--- src/rtl/mtl_video_out.sv ---
// MTL 800x480 panel timing stage: locks an Avalon-ST RGB frame stream to the raster
// counters and drives registered hsync/vsync/RGB plus frame and error status.
module mtl_video_out #(
  parameter int H_ACTIVE = 800,
  parameter int H_FP     = 210,
  parameter int H_SYNC   = 30,
  parameter int H_BP     = 16,
  parameter int V_ACTIVE = 480,
  parameter int V_FP     = 22,
  parameter int V_SYNC   = 13,
  parameter int V_BP     = 10
) (
  input  logic        clk,
  input  logic        reset,
  input  logic [23:0] in_data,
  input  logic        in_valid,
  input  logic        in_sop,
  input  logic        in_eop,
  output logic        in_ready,
  output logic        mtl_hs,
  output logic        mtl_vs,
  output logic [7:0]  mtl_r,
  output logic [7:0]  mtl_g,
  output logic [7:0]  mtl_b,
  output logic        frame_start,
  output logic        underflow,
  output logic        sync_err,
  input  logic        clear_status
);

  localparam int H_TOTAL = H_ACTIVE + H_FP + H_SYNC + H_BP;
  localparam int V_TOTAL = V_ACTIVE + V_FP + V_SYNC + V_BP;
  localparam int HW = $clog2(H_TOTAL);
  localparam int VW = $clog2(V_TOTAL);

  localparam logic [HW-1:0] H_LAST     = HW'(H_TOTAL - 1);
  localparam logic [HW-1:0] H_ACT      = HW'(H_ACTIVE);
  localparam logic [HW-1:0] H_PIX_LAST = HW'(H_ACTIVE - 1);
  localparam logic [HW-1:0] H_SYNC_S   = HW'(H_ACTIVE + H_FP);
  localparam logic [HW-1:0] H_SYNC_E   = HW'(H_ACTIVE + H_FP + H_SYNC);
  localparam logic [VW-1:0] V_LAST     = VW'(V_TOTAL - 1);
  localparam logic [VW-1:0] V_ACT      = VW'(V_ACTIVE);
  localparam logic [VW-1:0] V_PIX_LAST = VW'(V_ACTIVE - 1);
  localparam logic [VW-1:0] V_SYNC_S   = VW'(V_ACTIVE + V_FP);
  localparam logic [VW-1:0] V_SYNC_E   = VW'(V_ACTIVE + V_FP + V_SYNC);

  typedef enum logic [1:0] {
    ST_SEEK   = 2'd0,
    ST_WAIT   = 2'd1,
    ST_STREAM = 2'd2
  } state_t;

  state_t        r_state;
  state_t        w_state_nxt;
  logic [HW-1:0] r_h;
  logic [VW-1:0] r_v;
  logic [23:0]   r_hold;
  logic [23:0]   r_rgb;
  logic [23:0]   w_rgb;
  logic          r_hs;
  logic          r_vs;
  logic          r_fs;
  logic          r_uf;
  logic          r_se;
  logic          w_active;
  logic          w_origin;
  logic          w_last;
  logic          w_ready;
  logic          w_accept;
  logic          w_hold_we;
  logic          w_set_uf;
  logic          w_set_se;

  assign w_active = (r_h < H_ACT) && (r_v < V_ACT);
  assign w_origin = (r_h == {HW{1'b0}}) && (r_v == {VW{1'b0}});
  assign w_last   = (r_h == H_PIX_LAST) && (r_v == V_PIX_LAST);
  assign w_accept = in_valid && w_ready;

  // Raster position counters.
  always_ff @(posedge clk) begin
    if (reset) begin
      r_h <= '0;
      r_v <= '0;
    end else if (r_h == H_LAST) begin
      r_h <= '0;
      r_v <= (r_v == V_LAST) ? '0 : r_v + VW'(1);
    end else begin
      r_h <= r_h + HW'(1);
    end
  end

  // Ready depends only on lock state and raster position.
  always_comb begin
    w_ready = 1'b0;
    case (r_state)
      ST_SEEK:   w_ready = 1'b1;
      ST_WAIT:   w_ready = 1'b0;
      ST_STREAM: w_ready = w_active && !w_origin;
      default:   w_ready = 1'b0;
    endcase
  end

  assign in_ready = w_ready;

  // Lock state machine: next state, next pixel and error events.
  always_comb begin
    w_state_nxt = r_state;
    w_rgb       = 24'h000000;
    w_hold_we   = 1'b0;
    w_set_uf    = 1'b0;
    w_set_se    = 1'b0;
    case (r_state)
      ST_SEEK: begin
        if (w_accept && in_sop) begin
          w_hold_we   = 1'b1;
          w_state_nxt = ST_WAIT;
        end else begin
          w_state_nxt = ST_SEEK;
        end
      end
      ST_WAIT: begin
        if (w_origin) begin
          w_rgb       = r_hold;
          w_state_nxt = ST_STREAM;
        end else begin
          w_state_nxt = ST_WAIT;
        end
      end
      ST_STREAM: begin
        // Pixel (0,0) comes from hold, so only the other active slots take data.
        if (!w_ready) begin
          w_state_nxt = ST_STREAM;
        end else if (!in_valid) begin
          w_set_uf    = 1'b1;
          w_state_nxt = ST_SEEK;
        end else if (in_sop) begin
          w_hold_we   = 1'b1;
          w_set_se    = 1'b1;
          w_state_nxt = ST_WAIT;
        end else if (in_eop) begin
          w_rgb       = in_data;
          w_set_se    = !w_last;
          w_state_nxt = ST_SEEK;
        end else if (w_last) begin
          w_rgb       = in_data;
          w_set_se    = 1'b1;
          w_state_nxt = ST_SEEK;
        end else begin
          w_rgb       = in_data;
          w_state_nxt = ST_STREAM;
        end
      end
      default: begin
        w_state_nxt = ST_SEEK;
      end
    endcase
  end

  // State and SOP hold register.
  always_ff @(posedge clk) begin
    if (reset) begin
      r_state <= ST_SEEK;
      r_hold  <= 24'h000000;
    end else begin
      r_state <= w_state_nxt;
      r_hold  <= w_hold_we ? in_data : r_hold;
    end
  end

  // Registered panel outputs, one cycle behind the raster position.
  always_ff @(posedge clk) begin
    if (reset) begin
      r_hs  <= 1'b1;
      r_vs  <= 1'b1;
      r_rgb <= 24'h000000;
      r_fs  <= 1'b0;
    end else begin
      r_hs  <= !((r_h >= H_SYNC_S) && (r_h < H_SYNC_E));
      r_vs  <= !((r_v >= V_SYNC_S) && (r_v < V_SYNC_E));
      r_rgb <= w_rgb;
      r_fs  <= w_origin;
    end
  end

  // Sticky status; a new error outranks a simultaneous clear.
  always_ff @(posedge clk) begin
    if (reset) begin
      r_uf <= 1'b0;
      r_se <= 1'b0;
    end else begin
      r_uf <= w_set_uf ? 1'b1 : (clear_status ? 1'b0 : r_uf);
      r_se <= w_set_se ? 1'b1 : (clear_status ? 1'b0 : r_se);
    end
  end

  assign mtl_hs      = r_hs;
  assign mtl_vs      = r_vs;
  assign mtl_r       = r_rgb[23:16];
  assign mtl_g       = r_rgb[15:8];
  assign mtl_b       = r_rgb[7:0];
  assign frame_start = r_fs;
  assign underflow   = r_uf;
  assign sync_err    = r_se;

endmodule

--- config.mk ---
export PLATFORM = sky130hd
export DESIGN_NAME = mtl_video_out
export DESIGN_NICKNAME = d
export VERILOG_FILES = /design/src/rtl/mtl_video_out.sv
export SDC_FILE = /design/constraint.sdc
export NUM_CORES = 1
export LEC_CHECK = 0
export BUFFER_PORTS_ARGS = -buffer_cell sky130_fd_sc_hd__buf_2
export CAP_MARGIN = 10
export CELL_PAD_IN_SITES_DETAIL_PLACEMENT = 0
export CELL_PAD_IN_SITES_GLOBAL_PLACEMENT = 2
export CORE_MARGIN = 5
export CORE_UTILIZATION = 37
export DETAILED_ROUTE_END_ITERATION = 7
export PLACE_DENSITY_LB_ADDON = 0.1
export SLEW_MARGIN = 25
export SYNTH_ARGS = -nofsm -noshare
export SYNTH_HDL_FRONTEND = slang
export SYNTH_SLANG_ARGS = --single-unit
--- constraint.sdc ---
create_clock -name clk -period 5.3 [get_ports clk]
set_input_delay 0.795 -clock clk [delete_from_list [all_inputs] [get_ports clk]]
set_output_delay 0.795 -clock clk [all_outputs]
set_load 0.02 [all_outputs]
==> results by stage <==
STA:
- The count of final hold-check violations is 0.
- Based on the critical path, the design can be clocked at up to 356 MHz.
- The setup skew after layout is about 0.010 ns.
- In the finished design, the share of the clock period the worst path needs comes to 53.0%.
- The setup TNS is 0 ns.
- Across all setup checks in the final design, the least slack found is 2.49 ns.
- Setup violations remaining at the end of the flow were counted as 0.
- For the pin with the worst max-slew slack, the measured transition is 1.02 ns.
- The worst-case headroom to the max-slew limit is 31.9%.
- Setup repair after global routing left no endpoint under its margin.
- The number of slew-limit violations in the final report was 0.
- The clock period minus worst slack is 2.81 ns.

CTS:
- After clock tree synthesis, the flow added hold-fix buffers numbering 0.
- The number of sinks handled by clock tree synthesis is 76.
- TritonCTS built the clock tree.
- For the worst-skew pair, the clock arrives at the later sink with an insertion delay of 0.34 ns.
- Counting along the longest clock path gives a buffer depth of 2.
- The number of buffers created by CTS is 9.
- The root buffer cell is sky130_fd_sc_hd__clkbuf_8.
- The setup fix buffers added after clock tree synthesis is 0.
- The H-tree generated during clock tree synthesis spans 3 levels.
- Gates resized during post-CTS repair numbered 0.
- The clock edge transition at the registers on the reported setup and hold paths is roughly 0.090 ns.

Power:
- Dividing total power by cell area gives a power density of 298 nW/um^2.
- The static leakage is 1.56 nW.
- The worst-case IR drop observed on VDD is 178 uV.
- Overall power consumption after layout is estimated at 0.00114 W.

Min path:
- The class of the most critical hold timing path is reg -> reg.

Placed design:
- The worst setup timing slack at the placement stage is 2.61 ns.
- During placement, the flow inserted port buffers numbering 59.
- The global placer's final weighted congestion is 0.718.
- Detailed placement ended at an HPWL of roughly 4600 microns.

Worst setup path:
- STA classifies the critical path startpoint as a register.
- For the worst setup path, the data arrival time is 2.02 ns.
- At the worst endpoint, the required time is between 4 and 5 ns.
- For flop-to-flop paths, the worst setup slack is 2.59 ns.
- The maximum fanout along the worst path is 7.
- The critical path endpoint is in_ready.
- The endpoint of the worst register-to-register path is r_rgb[17].
- The beginning of the worst register-to-register path is r_h[5].
- The type of element capturing the critical path is an output pin.
- The worst register-to-register path has a depth of 5.
- The critical path in this run is classified as reg -> out.
- In this run the worst setup path begins at r_v[5].

Detailed routing:
- The routed layout has 2,419 vias.
- The detail-routed net length per standard cell is 14.0 microns.
- The detailed-route wire length is between 6000 and 7000 microns.
- The first routing iteration left 58 violations.
- The average via count per standard cell is 4.91.
- The count of nets left with antenna violations once routing finished came out at 0.
- The number of iterations in the first detailed-routing pass is 4.
- In the routed design, unresolved DRC markers number 0.

Die:
- Once the floorplan was initialized, standard cells occupied 37.8% of the core.
- From bottom edge to top edge, the die measures about 100 microns.
- The die outline area is 10,800 sq um.
- During I/O placement, the number of pins put on the boundary was 60.
- The die extent in x is between 100 and 150 microns.
- In this run the core area contains 34 standard-cell rows.
- The area of the placeable core is 8680 sq um.

Finish:
- The fraction of final layout cells with drive strength greater than 1 is 21.6%.
- Once layout is complete, the utilization of the core stands at 44.0%.
- Fill cells in the final layout number 875.
- The synthesis-to-finish area growth is 16.4%.
- The number of inserted diodes is 0.
- The final-stage net count is around 420.

Yosys:
- The netlist area before placement is 3280 sq um.
- After synthesis, the share of flip-flops with an asynchronous set or reset is 0%.
- The number of library cell types mapped by synthesis is 38.
- For this run, the leading register cell type out of synthesis is sky130_fd_sc_hd__dfxtp_1.
- In this run, synthesis inferred 0 flip-flops with an integrated enable.
- The net count of the mapped netlist is 368.
- During synthesis, Yosys emitted a total of 0 warnings.
- The synthesis-stage register bit count is 76.
- For this run, the register share of the synthesized area comes to 46.4%.
- A synthesized cell averages 9.96 sq um.
- Synthesis handed over a netlist of about 330 instances.

Global routing:
- The aggregate global routing overflow is 0.
- Entering global routing, the biggest net connects 65 pins.
- The total track usage is 13.2%.
- The global-route wire length before repair is 11,800 microns.
- The via count of the first global-routing pass is between 2,000 and 2,500.
- The number of antenna violations at the first check in global routing is 0.

Status:
- The run finished with clean final reports.

Run:
- The reported max-cap violation count is 0.
## layer usage
metal	routed length (microns)	track usage, %	part of all wire, %	vias to the layer above
met2	3230	21.2	47	43
met5	0	0	0	-
met1	3270	16.7	47	1130
met3	317	5.15	4.6	6
li1	-	-	-	1240
met4	82	3.33	1.2	0
## layout make-up
| type | instances | area [sq um] | area share (%) |
|---|---|---|---|
| clock buffer | 10 | 138 | 3.61 |
| clock inverter | 6 | 71.3 | 1.87 |
| inverter | 8 | 30.0 | 0.787 |
| multi-input combinational | 225 | 1620 | 42.4 |
| sequential | 76 | 1520 | 39.9 |
| tap | 108 | 135 | 3.54 |
| timing repair buffer | 60 | 303 | 7.94 |
## power by group
group | internal (W) | switching, W | leakage [nW] | total [W]
Combinational | 0.0000412 | 0.0000455 | 0.850 | 0.0000867
Clock | 0.000234 | 0.000220 | 0.0991 | 0.000454
Sequential | 0.000586 | 0.00000880 | 0.616 | 0.000595
Total | 0.000860 | 0.000275 | 1.56 | 0.00114
## cell usage in the layout (no fill, tap or decap), types with 2 or more instances in the layout
| master | count |
|---|---|
| sky130_fd_sc_hd__dfxtp_1 | 76 |
| sky130_fd_sc_hd__buf_2 | 59 |
| sky130_fd_sc_hd__nand2b_1 | 52 |
| sky130_fd_sc_hd__mux2i_1 | 25 |
| sky130_fd_sc_hd__nor2_1 | 24 |
| sky130_fd_sc_hd__a22o_1 | 24 |
| sky130_fd_sc_hd__nand2_1 | 11 |
| sky130_fd_sc_hd__xor2_1 | 10 |
| sky130_fd_sc_hd__clkbuf_8 | 10 |
| sky130_fd_sc_hd__nor3_1 | 9 |
| sky130_fd_sc_hd__ha_1 | 9 |
| sky130_fd_sc_hd__inv_1 | 8 |
| sky130_fd_sc_hd__nand3_1 | 8 |
| sky130_fd_sc_hd__a21oi_1 | 7 |
| sky130_fd_sc_hd__xnor2_1 | 6 |
| sky130_fd_sc_hd__and3_1 | 5 |
| sky130_fd_sc_hd__nand4_1 | 4 |
| sky130_fd_sc_hd__and4_1 | 3 |
| sky130_fd_sc_hd__nand3b_1 | 3 |
| sky130_fd_sc_hd__nand4b_1 | 3 |
| sky130_fd_sc_hd__or3_1 | 3 |
| sky130_fd_sc_hd__nor3b_1 | 2 |
| sky130_fd_sc_hd__nor4_1 | 2 |
| sky130_fd_sc_hd__a31o_2 | 2 |
| sky130_fd_sc_hd__clkinv_4 | 2 |
| sky130_fd_sc_hd__clkinvlp_4 | 2 |
## cells by family (layout without fill, tap and decap cells)
kind of cell	after synthesis	after routing	share of synthesized area, %
compound gates	39	39	9.89
flops	76	76	46.4
mux	25	25	7.63
fa+ha+maj	9	9	3.44
simple gates	136	136	24.1
xor+xnor	16	16	4.27
buf+inv	28	84	4.27
## synth_stat cells, types with 7 or more instances
library cell               instances  area (sq um)
sky130_fd_sc_hd__a22o_1           24           210
sky130_fd_sc_hd__nand2_1          11          41.3
sky130_fd_sc_hd__nand2b_1         52           325
sky130_fd_sc_hd__mux2i_1          25           250
sky130_fd_sc_hd__nand3_1           8          40.0
sky130_fd_sc_hd__xor2_1           10          87.6
sky130_fd_sc_hd__dfxtp_1          76          1520
sky130_fd_sc_hd__ha_1              9           113
sky130_fd_sc_hd__nor3_1            9          45.0
sky130_fd_sc_hd__inv_1             8          30.0
sky130_fd_sc_hd__a21oi_1           7          35.0
sky130_fd_sc_hd__clkbuf_1         12          45.0
sky130_fd_sc_hd__nor2_1           24          90.1
## worst min-delay path by stage
stage	startpoint	endpoint	cells after the start
global placement	r_hold[0]	r_rgb[0]	1
CTS	r_hold[3]	r_rgb[3]	1
detailed placement	r_hold[22]	r_rgb[22]	1
finish	r_hold[3]	r_rgb[3]	1
global route	r_hold[5]	r_rgb[5]	1
floorplan	r_h[0]	r_h[0]	1
## flip-flops by register name, indices dropped and copies added (netlist names)
register     count
r_hold          24
frame_start      1
mtl_vs           1
r_v             10
r_h             11
r_rgb           24
r_state          2
sync_err         1
mtl_hs           1
underflow        1
## per-stage QoR
step                      std cells  hold WS [ns]  area, sq um
after global placement          477         0.451         3610
after CTS                       493         0.466         3810
final                           493         0.466         3810
after global routing            493         0.481         3810
after detailed placement        477         0.453         3610
after floorplan                 329         0.437         3280
## critical path: stages (launching register included)
cell and delay, ns:
sky130_fd_sc_hd__dfxtp_1 0.38, sky130_fd_sc_hd__or4_4 0.56, sky130_fd_sc_hd__or3_1 0.34, sky130_fd_sc_hd__o22a_4 0.23, sky130_fd_sc_hd__buf_2 0.17
Power figures use the tool's default switching activity.
